<file path="src/rtl/weight_bias_streamer.sv">
// rtl/weight_bias_streamer.sv - weight/bias beat streamer for the PE array; WBS_BIAS_EN enables bias fetch
module weight_bias_streamer #(
  parameter int WORD_BITS = 16,
  parameter int ADDR_BITS = 10,
  parameter int TAP_BITS  = 8,
  parameter int OUT_BITS  = 8
) (
  input  logic                 CLK,
  input  logic                 RST,
  input  logic                 start_in,
  input  logic                 En_in,
  input  logic                 layer_done_in,
  input  logic [TAP_BITS-1:0]  taps_in,
  input  logic [OUT_BITS-1:0]  outputs_in,
  input  logic [ADDR_BITS-1:0] weight_base_in,
  input  logic [ADDR_BITS-1:0] bias_base_in,
  output logic                 WRAM_en_out,
  output logic [ADDR_BITS-1:0] WRAM_addr_out,
  input  logic [WORD_BITS-1:0] WRAM_dout_in,
  output logic                 BRAM_en_out,
  output logic [ADDR_BITS-1:0] BRAM_addr_out,
  input  logic [WORD_BITS-1:0] BRAM_dout_in,
  output logic                 Weight_valid_out,
  output logic [WORD_BITS-1:0] Weight_out,
  output logic                 Bias_valid_out,
  output logic [WORD_BITS-1:0] Bias_out,
  output logic                 busy_out,
  output logic                 done_out
);

  typedef enum logic [1:0] {S_IDLE, S_RUN, S_DRAIN, S_DONE} state_t;

  state_t               r_state;
  state_t               w_next;
  logic [TAP_BITS-1:0]  r_taps;
  logic [TAP_BITS-1:0]  r_t;
  logic [OUT_BITS-1:0]  r_outs;
  logic [OUT_BITS-1:0]  r_o;
  logic [ADDR_BITS-1:0] r_waddr;
  logic                 r_w_iss;
  logic                 w_start;
  logic                 w_issue;
  logic                 w_last_tap;
  logic                 w_last_out;

  assign w_start    = (r_state == S_IDLE) && start_in && En_in;
  assign w_issue    = (r_state == S_RUN) && En_in;
  assign w_last_tap = (r_t == r_taps - TAP_BITS'(1));
  assign w_last_out = (r_o == r_outs - OUT_BITS'(1));

  // State register; abort and reset both land in IDLE
  always_ff @(posedge CLK) begin
    if (RST) r_state <= S_IDLE;
    else     r_state <= w_next;
  end

  // Next-state logic; every advance waits for En_in, abort overrides all
  always_comb begin
    w_next = r_state;
    case (r_state)
      S_IDLE:  if (w_start) w_next = (taps_in == '0 || outputs_in == '0) ? S_DONE : S_RUN;
      S_RUN:   if (w_issue && w_last_tap && w_last_out) w_next = S_DRAIN;
      S_DRAIN: if (En_in) w_next = S_DONE;
      S_DONE:  if (En_in) w_next = S_IDLE;
      default: w_next = S_IDLE;
    endcase
    if (layer_done_in) w_next = S_IDLE;
  end

  // Config latch, tap/output counters and running weight address
  always_ff @(posedge CLK) begin
    if (RST || layer_done_in) begin
      r_taps  <= '0;
      r_outs  <= '0;
      r_t     <= '0;
      r_o     <= '0;
      r_waddr <= '0;
    end else if (w_start) begin
      r_taps  <= taps_in;
      r_outs  <= outputs_in;
      r_t     <= '0;
      r_o     <= '0;
      r_waddr <= weight_base_in;
    end else if (w_issue) begin
      r_waddr <= r_waddr + ADDR_BITS'(1);
      if (w_last_tap) begin
        r_t <= '0;
        r_o <= r_o + OUT_BITS'(1);
      end else begin
        r_t <= r_t + TAP_BITS'(1);
      end
    end
  end

  // Weight-issued flag; frozen while En_in is low so a stalled beat is re-presented
  always_ff @(posedge CLK) begin
    if (RST || layer_done_in) r_w_iss <= 1'b0;
    else if (En_in)           r_w_iss <= (r_state == S_RUN);
  end

  assign WRAM_en_out      = w_issue;
  assign WRAM_addr_out    = r_waddr;
  assign Weight_valid_out = r_w_iss && En_in;
  assign Weight_out       = Weight_valid_out ? WRAM_dout_in : '0;
  assign busy_out         = (r_state != S_IDLE);
  assign done_out         = (r_state == S_DONE) && En_in;

`ifdef WBS_BIAS_EN
  logic [ADDR_BITS-1:0] r_bias_base;
  logic                 r_b_iss;
  logic                 w_bias_issue;

  assign w_bias_issue = w_issue && (r_t == '0);

  // Bias base latch; bias address is derived from it and the output counter
  always_ff @(posedge CLK) begin
    if (RST || layer_done_in) r_bias_base <= '0;
    else if (w_start)         r_bias_base <= bias_base_in;
  end

  // Bias-issued flag, tracking the tap-0 weight read of each output
  always_ff @(posedge CLK) begin
    if (RST || layer_done_in) r_b_iss <= 1'b0;
    else if (En_in)           r_b_iss <= w_bias_issue;
  end

  assign BRAM_en_out    = w_bias_issue;
  assign BRAM_addr_out  = r_bias_base + ADDR_BITS'(r_o);
  assign Bias_valid_out = r_b_iss && En_in;
  assign Bias_out       = Bias_valid_out ? BRAM_dout_in : '0;
`else
  logic w_unused_bias;

  assign w_unused_bias  = ^{bias_base_in, BRAM_dout_in};
  assign BRAM_en_out    = 1'b0;
  assign BRAM_addr_out  = '0;
  assign Bias_valid_out = 1'b0;
  assign Bias_out       = '0;
`endif

endmodule

</file>
<file path="config.mk">
export PLATFORM = sky130hd
export DESIGN_NAME = weight_bias_streamer
export DESIGN_NICKNAME = d
export VERILOG_FILES = /design/src/rtl/weight_bias_streamer.sv
export SDC_FILE = /design/constraint.sdc
export NUM_CORES = 1
export LEC_CHECK = 0
export ABC_AREA = 0
export CORE_ASPECT_RATIO = 0.9
export CORE_MARGIN = 2
export CORE_UTILIZATION = 40
export CTS_BUF_LIST = sky130_fd_sc_hd__clkbuf_8
export DETAILED_ROUTE_END_ITERATION = 8
export PLACE_DENSITY = 0.84
export SLEW_MARGIN = 20
export SYNTH_ARGS = -nofsm -noshare
export SYNTH_HDL_FRONTEND = slang
export SYNTH_SLANG_ARGS = --single-unit
</file>
<file path="constraint.sdc">
create_clock -name CLK -period 4.1 [get_ports CLK]
set_clock_uncertainty 0.2 [all_clocks]
set_input_delay 0.82 -clock CLK [delete_from_list [all_inputs] [get_ports CLK]]
set_output_delay 0.82 -clock CLK [all_outputs]
set_load 0.02 [all_outputs]
</file>
==> reports/results.ini <==
[status]
status = completed

[clock_tree]
cts.path.max_buffers = 2
root_buffer = clkbuf_8
clk_latency_ps = 310
cts_resized = 0
post-cts-setup-buffers = 0
cts_tree = built
cts_buffers = 5
clk_pin_slew_ps = 80
hold_buffers = 0
clock_sinks = 45
htreeDepth = 2

[drt]
detail_route.first_pass.iterations = 4
via_count = 2679
antenna_left = 0
drt_iter0_drc = 158
drcViolationCount = 0
routed_wl_mm = 6.93
vias_per_cell = 5.04
wl_per_cell_um = 13.0

[synth]
yosysMostFrequentCell = nand2_1
synth_cells = 371
ys.flop_type = dfxtp_1
yosysTopAreaCellShare = 0.311
synth.distinct_cells = 46
synth_area_per_cell_um2 = 7.80
synth_edf_count = 0
syn_area_um2 = 2890
ys_seq_area_frac = 0.311
yosys_warnings = 0
yosys.area.top_type = dfxtp_1
synth_common_cells = 57 x nand2_1, 45 x dfxtp_1, 28 x a21oi_1, 28 x buf_4, 27 x nor2_1
synth_seq_cells = 45
synth.top_cells.by_area = dfxtp_1 31%, nand2_1 7.4%, buf_4 7.3%, xor2_1 6.4%, a21oi_1 4.8%
synthArstFlopShare = 0

[place]
dp_hpwl_mm = 5.28
gp_congestion = 0.814
post-place-ws_ps = 578
port_buffers = 76

[grt]
met2_usage = 0.287
antenna_found_initial = 0
grt_pass1_vias = 2456
grt_util_met3 = 0.0512
top_usage_layer = met2
grt_pass1_wl_mm = 11.2
track_usage = 0.174
met1_usage = 0.224
grt_overflow = 0
grt_max_degree = 30

[floorplan]
initial_core_util = 0.411
fp.coreArea_um2 = 7040
die_x_um = 93.7
die_h_um = 84.7
dieArea_um2 = 7930
pin_count = 131
num_rows = 29

[setup_path]
cp.arrival_ps = 2510
cp-start-kind = input pin
critPathKind = in2out
crit_required_ps = 3080
path_max_fanout = 13
end_kind = primary output

[min_path]
hp-class = reg2reg

[sta]
relSlewSlack = 0.569
min_period_ps = 3530
fin_crit_sh = 0.860
tns_ps = 0
fmaxAchievable_mhz = 284
slew_viol_final = 0
worst_pin_slew_ps = 647
setup_viol = 0
rsz0062_at_grt = no
hold_violations = 0
layout_setup_ws_ps = 574

[power_and_ir_drop]
power.share.switching = 0.274
pwr-share-comb = 0.180
p_int_mw = 0.675
power.density_nw_per_um2 = 250
peakVddDrop_mv = 0.138
power_mw = 0.929
p_leak_nw = 1.46
clockPowerShare = 0.329
pwr-share-seq = 0.490
p_sw_mw = 0.254

[job]
max_cap_viol_count = 0

[layout]
fin_nets = 521
num_antenna_cells = 0
drive_above_1_share = 0.0410
area_growth_pct = 28.4

==> per-stage QoR <==
step	hold slack (ps)	util	std cells	cell area, um2
after floorplan	250	-	398	3000
after global placement	257	0.514	524	3620
after detailed placement	278	0.514	524	3620
after CTS	289	0.528	532	3720
after global routing	308	0.528	532	3720
final	282	0.528	532	3720
==> cell type report <==
class | count | area (um2)
clock buffer | 7 | 96.3
clock inverter | 1 | 5.00
fill | 650 | 3320
inverter | 9 | 33.8
multi-input combinational | 298 | 1780
sequential | 45 | 901
tap | 93 | 116
timing repair buffer | 79 | 783
==> placed cells by master, fill, tap and decap left out, drive strengths merged, types with 10 or more instances in the layout <==
cell           count
ha                10
and3              21
nand2             57
conb              28
nor2              27
a211oi            10
a21oi             29
nand3             12
dfxtp             45
clkdlybuf4s50     76
xor2              21
xnor2             13
==> registers in the layout (all words and copies together) (netlist names) <==
signal         cells
r_t                8
WRAM_addr_out     10
r_taps             8
r_outs             8
r_state            2
r_o                8
r_w_iss            1
==> cells by family (layout without fill, tap and decap cells) <==
family / count (synthesis) / after routing / share of synthesized area
adders and majority gates: 10 / 10 / 0.0432
buffers and inverters: 55 / 96 / 0.108
xor gates and xnor gates: 34 / 34 / 0.103
other: 1 / 28 / 0.00130
DFF: 45 / 45 / 0.311
AOI/OAI and AO/OA: 63 / 63 / 0.141
and+or+nand+nor: 159 / 159 / 0.278
muxes: 4 / 4 / 0.0138
==> worst max-delay path: stages <==
cell and delay, ps:
clkdlybuf4s50_1 660, buf_4 240, and3_1 170, clkdlybuf4s50_1 610
==> power groups by stage <==
stage | clock [mW] | sequential, mW | combinational, mW
after detailed placement | 0 | 0.466 | 0.166
after CTS | 0.310 | 0.456 | 0.168
after floorplan | 0 | 0.467 | 0.112
final | 0.306 | 0.456 | 0.167
after global placement | 0 | 0.465 | 0.163
after global routing | 0.329 | 0.457 | 0.184
==> metal layers <==
layer | part of all wire | wire [um]
met1 | 0.46 | 3160
met2 | 0.48 | 3360
met3 | 0.052 | 363
met4 | 0.0063 | 44
met5 | 0 | 0
==> final timing paths <==
| check | startpoint | to | slack (ps) | cells past startpoint |
|---|---|---|---|---|
| worst max-delay path | En_in | Weight_out[15] | 570 | 4 |
| worst max register to register | r_taps[0]$_SDFFE_PP0P_ | r_o[7]$_SDFFE_PP0P_ | 1020 | 6 |
| worst min register to register | r_taps[7]$_SDFFE_PP0P_ | r_taps[7]$_SDFFE_PP0P_ | 280 | 2 |
| worst min-delay path | r_taps[7]$_SDFFE_PP0P_ | r_taps[7]$_SDFFE_PP0P_ | 280 | 2 |
Power figures use the tool's default switching activity.
